### src/rtl/clock_divider_prog.sv
// Multi-channel programmable clock divider.
// Each channel divides clk_in by a run-time divisor D (period D cycles, high for
// floor(D/2) cycles) and emits a one-cycle tick at the start of every period.
// A new divisor is staged as "pending" and only takes over at a period boundary
// (or immediately while the channel is disabled), so a divisor change never
// produces a runt pulse. sync_restart re-phases all enabled channels at once.
module clock_divider_prog #(
    parameter  int NUM_CH      = 2,
    parameter  int DIV_W       = 8,
    parameter  int DEFAULT_DIV = 2,
    localparam int CH_W        = (NUM_CH > 1) ? $clog2(NUM_CH) : 1
) (
    input  logic              clk_in,
    input  logic              rst_n,
    input  logic [NUM_CH-1:0] en,
    input  logic              sync_restart,
    input  logic              cfg_valid,
    output logic              cfg_ready,
    input  logic [CH_W-1:0]   cfg_ch,
    input  logic [DIV_W-1:0]  cfg_div,
    output logic              cfg_err,
    output logic [NUM_CH-1:0] pend,
    output logic [NUM_CH-1:0] clk_out,
    output logic [NUM_CH-1:0] tick
);

    logic cfg_acc;
    logic cfg_ch_ok;
    logic cfg_legal;

    // Ready reflects the addressed channel's pend flag; out-of-range channels
    // always accept so the request can be rejected with cfg_err.
    always_comb begin
        cfg_ready = 1'b1;
        for (int i = 0; i < NUM_CH; i++) begin
            if (cfg_ch == CH_W'(i)) begin
                cfg_ready = !pend[i];
            end
        end
    end

    assign cfg_acc   = cfg_valid && cfg_ready;
    assign cfg_ch_ok = (int'(cfg_ch) < NUM_CH);
    assign cfg_legal = cfg_ch_ok && (cfg_div > DIV_W'(1));

    // Rejected requests report back one cycle after the accepting edge.
    always_ff @(posedge clk_in or negedge rst_n) begin
        if (!rst_n) begin
            cfg_err <= 1'b0;
        end else begin
            cfg_err <= cfg_acc && !cfg_legal;
        end
    end

    for (genvar i = 0; i < NUM_CH; i++) begin : g_ch
        logic [DIV_W-1:0] div_q;
        logic [DIV_W-1:0] div_p;
        logic [DIV_W-1:0] cnt_q;
        logic [DIV_W-1:0] cnt_inc;
        logic [DIV_W-1:0] half;
        logic             pend_q;
        logic             clk_q;
        logic             tick_q;
        logic             wr_sel;
        logic             at_wrap;

        assign half    = div_q >> 1;
        assign cnt_inc = cnt_q + DIV_W'(1);
        assign at_wrap = (cnt_q == div_q - DIV_W'(1));
        assign wr_sel  = cfg_acc && cfg_legal && (cfg_ch == CH_W'(i));

        // Channel counter, divisor swap at period boundaries, registered outputs.
        // A write accepted on this edge only sets pend; the swap below uses the
        // pend value from before the edge, so it lands on the following boundary.
        always_ff @(posedge clk_in or negedge rst_n) begin
            if (!rst_n) begin
                div_q  <= DIV_W'(DEFAULT_DIV);
                div_p  <= DIV_W'(DEFAULT_DIV);
                cnt_q  <= DIV_W'(DEFAULT_DIV - 1);
                pend_q <= 1'b0;
                clk_q  <= 1'b0;
                tick_q <= 1'b0;
            end else begin
                if (!en[i]) begin
                    clk_q  <= 1'b0;
                    tick_q <= 1'b0;
                    if (pend_q) begin
                        div_q  <= div_p;
                        pend_q <= 1'b0;
                        cnt_q  <= div_p - DIV_W'(1);
                    end else begin
                        cnt_q  <= div_q - DIV_W'(1);
                    end
                end else if (at_wrap || sync_restart) begin
                    if (pend_q) begin
                        div_q  <= div_p;
                        pend_q <= 1'b0;
                    end
                    cnt_q  <= '0;
                    clk_q  <= 1'b1;
                    tick_q <= 1'b1;
                end else begin
                    cnt_q  <= cnt_inc;
                    clk_q  <= (cnt_inc < half);
                    tick_q <= 1'b0;
                end

                if (wr_sel) begin
                    div_p  <= cfg_div;
                    pend_q <= 1'b1;
                end
            end
        end

        assign pend[i]    = pend_q;
        assign clk_out[i] = clk_q;
        assign tick[i]    = tick_q;
    end

endmodule

### config.mk
export PLATFORM = sky130hd
export DESIGN_NAME = clock_divider_prog
export DESIGN_NICKNAME = d
export VERILOG_FILES = /design/src/rtl/clock_divider_prog.sv
export SDC_FILE = /design/constraint.sdc
export NUM_CORES = 1
export LEC_CHECK = 0
export BUFFER_PORTS_ARGS = -buffer_cell sky130_fd_sc_hd__buf_2
export CORE_MARGIN = 2
export CORE_UTILIZATION = 50
export CTS_BUF_LIST = sky130_fd_sc_hd__clkbuf_2 sky130_fd_sc_hd__clkbuf_4 sky130_fd_sc_hd__clkbuf_8
export CTS_CLUSTER_DIAMETER = 60
export DETAILED_ROUTE_END_ITERATION = 8
export GPL_TIMING_DRIVEN = 1
export PLACE_DENSITY_LB_ADDON = 0.05
export SYNTH_ARGS = -nofsm -noshare
export SYNTH_HDL_FRONTEND = slang
export SYNTH_SLANG_ARGS = --single-unit
### constraint.sdc
create_clock -name clk_in -period 3.4 [get_ports clk_in]
set_input_delay 0.17 -clock clk_in [delete_from_list [all_inputs] [get_ports clk_in]]
set_output_delay 0.17 -clock clk_in [all_outputs]
set_load 0.005 [all_outputs]
* After elaboration in Yosys (flattened, before gate mapping)
Index checks and enable logic that the tools add are counted.
** Word-level totals
- RAM bits :: 0
- Memories :: 0
- Output and inout port bits :: 8
- Bits in registers :: 55
- Input port bits :: 15
- Memory bits (read-only) :: 0
- Word-level logic and storage cells :: 66
- Latch bits :: 0
** Operators by class
- Bitwise gates (word level) :: 1
- Mux-type cells :: 27
- Add/sub/neg operators :: 6
- Order comparisons :: 3
- Shift operators :: 0
- Equality and inequality tests :: 6
- Reduce and logical (&&, ||, !) cells :: 10
- $mul :: 0
- Div/mod/pow operators :: 0
** Operators with widths (count)
- 8-bit two-way mux :: 12
- 8-bit by 1-bit subtractor with 8-bit output (second input constant) :: 4
- 8-bit by 1-bit adder with 8-bit output (second input constant) :: 2
- 8-bit equality test :: 2
- 8-bit by 7-bit < comparator with 1-bit output :: 2
- 1-bit two-way mux :: 15
- 8-bit by 1-bit > comparator with 1-bit output (second input constant) :: 1
- 3-bit by 1-bit != test with 1-bit output (second input constant) :: 2
- 1-bit logical AND :: 5
- 2-bit by 1-bit != test with 1-bit output (second input constant) :: 2
- 1-bit zero test :: 3
- 1-bit logical OR :: 2
- 1-bit inverter :: 1

* Longest topological paths before layout
- Word-level depth :: 6
- Mapped depth :: 10
- Mapped depth without buffers :: 9

* Worst setup path before layout
No wires, ideal clock.
- Path type :: flip-flop to flip-flop
- Start point :: register g_ch[0].div_q[1]
- End point :: register g_ch[0].pend_q
- Clock period less this slack :: 2983 ps
- Arrival time :: 2865 ps
- Slack :: 417 ps
- Data required time :: 3282 ps
- Stages on the path, launching flop included :: 10
- Cells stage by stage :: dfstp_2 > inv_1 > ha_1 > xor3_1 > a2111oi_2 > o2111ai_1 > or4_4 > o31a_1 > buf_6 > a21o_1
** On the way
- Cells in the longest elaborated chain, start to end :: 4
** RTL lines
- start: declaration :: RTL line 56 : logic [DIV_W-1:0] div_q;
- start signal: assignment :: RTL line 77 : div_q <= DIV_W'(DEFAULT_DIV);
- start signal: assignment :: RTL line 88 : div_q <= div_p;
- start signal: assignment :: RTL line 96 : div_q <= div_p;
- 8-bit by 1-bit subtractor with 8-bit output :: RTL line 69 : assign at_wrap = (cnt_q == div_q - DIV_W'(1));
- 8-bit equality test :: RTL line 69
- 1-bit logical OR :: RTL line 94 : end else if (at_wrap || sync_restart) begin
- 3-bit by 1-bit != test with 1-bit output (no line)
- end signal: assignment :: RTL line 80 : pend_q <= 1'b0;
- end signal: assignment :: RTL line 89 : pend_q <= 1'b0;
- end signal: assignment :: RTL line 97 : pend_q <= 1'b0;
- end: declaration :: RTL line 61 : logic pend_q;
No other way between the ends.
A chain may end at the register's enable or synchronous reset.

* Worst setup path after layout
- Start point :: register g_ch[0].div_q[1]
- End point :: register g_ch[0].div_q[2]
** On the way
- Cells in the longest elaborated chain, start to end :: 4
** RTL lines (RTL line)
- 8-bit by 1-bit subtractor with 8-bit output :: 69
- 8-bit equality test :: 69
- 1-bit logical OR :: 94
- 2-bit by 1-bit != test with 1-bit output (no line)
No other way between the ends.

==> out/summary.json <==
{
  "outcome": {
    "outcome": "finished with violations",
    "failed_checks": "negative hold slack"
  },
  "pwr": {
    "power.static_leakage_nw": 1.76,
    "power_per_cell_area_mw_per_mm2": 680,
    "peakVddDrop_mv": 0.408
  },
  "sta": {
    "rsz0062_at_grt": "no",
    "finalClockSkew_ns": 0.00828,
    "final_max_slew_viol_count": 0,
    "hold_violations": 12,
    "max_freq_mhz": 306,
    "post-route-min-period_ns": 3.27,
    "worst_hold_slack_ns": -0.0115,
    "setup_tns_ns": 0,
    "worst-slew-pin-transition_ns": 0.951,
    "timing.final.crit_share_pct": 96.1,
    "timing.slew.headroom_pct": 36.6,
    "setup_violations": 0
  },
  "worst_setup_path": {
    "cp_data_required_time_ns": 3.63,
    "worst_r2r_endpoint": "g_ch[0].div_q[2]$_DFFE_PN0P_",
    "crit_path_max_fanout": 15,
    "setup.worst_path.class": "flop to flop",
    "setup.worst_path.start_class": "flop",
    "worstReg2RegStart": "g_ch[0].div_q[1]$_DFFE_PN1P_",
    "endpoint_kind": "flop",
    "crit_chain": "inv_1 > ha_1 > xor3_1 > a2111oi_2 > o2111ai_1 > or4_4 > o31a_1 > o221ai_1",
    "crit_arrival_ns": 3.49,
    "slowest_delay_ns": 0.59,
    "r2r_cells": 8,
    "critical_path.slowest_cell": "dfstp_2",
    "ff2ff_setup_slack_ns": 0.13
  },
  "clock_tree": {
    "tritoncts": "built",
    "cts_made_buffers": 5,
    "cts_sinks": 55,
    "post-cts-setup-buffer-count": 0,
    "post_cts.resized_instances": 0,
    "clk_pin_slew_ns": 0.11,
    "post_cts_hold_buffer_count": 0,
    "clock_insertion_delay_worst_skew_ns": 0.31,
    "h-tree-depth": 2,
    "clock_tree.buffer_depth": 2,
    "clk_root_buffer_cell": "clkbuf_8"
  },
  "synthesis": {
    "netlist_top_cells_area": "dfrtp_1, xnor2_1, ha_1",
    "synth.top_cell.area_share_pct": 31.0,
    "synth_edf_count": 0,
    "synth.yosys.seq_area_share_pct": 35.0,
    "syn_avg_cell_area_um2": 8.92,
    "synth_warn": 0,
    "synth-async-reset-ratio_pct": 100,
    "synth.cell_area_mm2": 0.00396,
    "synth_top_flop_cell": "dfrtp_1",
    "post_synth_inst_count": 444,
    "synthMostInstantiatedCell": "nand2_1",
    "netlist_top_cells_count": "nand2_1, dfrtp_1, xnor2_1",
    "synth_largest_area_cell": "dfrtp_1",
    "yosys_register_bits": 55,
    "net_count_of_the_mapped_netlist": 477,
    "synthDistinctLibCells": 57
  },
  "layout": {
    "area_delta_synth_final_pct": 6.19,
    "final_net_count": 483,
    "drive_gt1_share_pct": 16.4,
    "diodes": 0
  },
  "routing": {
    "wl_um": 9290,
    "ant_nets": 0,
    "num_vias": 3242,
    "viasPerCell": 5.86,
    "firstDrtPassIters": 4,
    "wl_per_cell_um": 16.8,
    "drc_marker_count_from_the_first_detailed_route_iteration": 245,
    "drc": 0
  },
  "global_route": {
    "grt_start_max_net_pins": 43,
    "number_of_global_route_vias_before_repair": 2991,
    "globalRoute.totalOverflow": 0,
    "grt_pass1_wl_um": 15800,
    "antenna_found_initial": 0,
    "grt_usage_pct": 23.0
  },
  "placed_design": {
    "numPortBuffers": 22,
    "globalplace.congestion": 0.882,
    "place.detailed.hpwl_um": 7010
  },
  "floorplanning": {
    "floorplan.initialDensity_pct": 51.5,
    "core_area_mm2": 0.00769,
    "die_height_um": 93.0,
    "design.die.area_mm2": 0.00865,
    "io_pins": 23,
    "floorplan.rows": 32,
    "die-width_um": 93.0
  },
  "min_path": {
    "timing.hold.worst.class": "primary input to asynchronous set/reset pin"
  },
  "flow_run": {
    "drv_cap": 0
  }
}
## cell type report
| cell class | count | area [um2] |
|---|---|---|
| clock buffer | 5 | 68.8 |
| fill | 736 | 3480 |
| timing repair buffer | 32 | 185 |
| clock inverter | 3 | 22.5 |
| inverter | 21 | 78.8 |
| multi-input combinational | 335 | 2340 |
| tap | 102 | 128 |
| sequential | 55 | 1380 |
## registers in the layout, summed over array words and instances (netlist names)
signal / cells
cfg_err: 1
g_ch.div_q: 16
g_ch.tick_q: 2
g_ch.pend_q: 2
g_ch.cnt_q: 16
g_ch.clk_q: 2
g_ch.div_p: 16
## cells by family (layout without fill, tap and decap cells)
group	Yosys count	after routing	synth area share, %
adder cells (fa/ha/maj)	18	18	5.69
multiplexers	19	19	5.34
AO/OA/AOI/OAI	94	94	17.1
AND/OR/NAND/NOR	157	157	20.1
flip-flops	55	55	35.0
buffers and inverters	54	61	6.07
XOR/XNOR	47	47	10.8
## report_power, final
| group | internal, mW | total [mW] | switching [mW] |
|---|---|---|---|
| Sequential | 0.853 | 1.18 | 0.325 |
| Clock | 0.150 | 0.386 | 0.236 |
| Combinational | 0.621 | 1.29 | 0.673 |
## how the worst max path moves through the flow
stage	slack, ns	start	endpoint
2_1_floorplan	0.42	g_ch[0].div_q[1]$_DFFE_PN1P_	g_ch[0].pend_q$_DFFE_PN0P_
3_3_place_gp	0.26	g_ch[0].div_q[1]$_DFFE_PN1P_	g_ch[0].pend_q$_DFFE_PN0P_
3_5_place_dp	0.18	g_ch[0].div_q[1]$_DFFE_PN1P_	g_ch[0].div_q[2]$_DFFE_PN0P_
4_1_cts	0.16	g_ch[0].div_q[1]$_DFFE_PN1P_	g_ch[0].div_q[2]$_DFFE_PN0P_
5_1_grt	0.05	g_ch[0].div_q[1]$_DFFE_PN1P_	g_ch[0].div_q[2]$_DFFE_PN0P_
6_report	0.13	g_ch[0].div_q[1]$_DFFE_PN1P_	g_ch[0].div_q[2]$_DFFE_PN0P_
## critical path, delay by kind of cell (launching register included)
kind	cells	cell delay, ns
simple gates	1	0.56
compound gates	4	1.35
flops	1	0.59
fa+ha+maj	1	0.25
xor+xnor	1	0.38
buf+inv	1	0.05
## metrics by stage
step,power (mW),area (um2),setup slack [ns],utilization (%),std cells
floorplan,2.15,3960,0.417,-,444
global placement,2.43,4110,0.256,53.5,545
detailed placement,2.47,4110,0.178,53.5,545
CTS,2.87,4200,0.158,54.7,553
global route,3.10,4200,0.0550,54.7,553
finish,2.86,4200,0.132,54.7,553
## routing by layer
metal / GRT usage [%] / up-vias / wire (um)
li1: - / 1603 / -
met3: 2.82 / 8 / 395
met5: 0 / - / 0
met2: 32.5 / 76 / 3920
met1: 37.5 / 1555 / 4890
met4: 4.41 / 0 / 85
## placed cells by master (no fill, tap or decap), types with 17 or more instances in the layout
| cell type | Yosys | routed |
|---|---|---|
| mux2_2 | 17 | 17 |
| nand2_1 | 57 | 57 |
| ha_1 | 18 | 18 |
| nand3_1 | 25 | 25 |
| xnor2_1 | 29 | 29 |
| dfrtp_1 | 49 | 49 |
| buf_2 | 0 | 22 |
| inv_1 | 21 | 21 |
| xor2_1 | 17 | 17 |
| nor2_1 | 20 | 20 |
No activity file was read; power rests on OpenSTA's default activity.
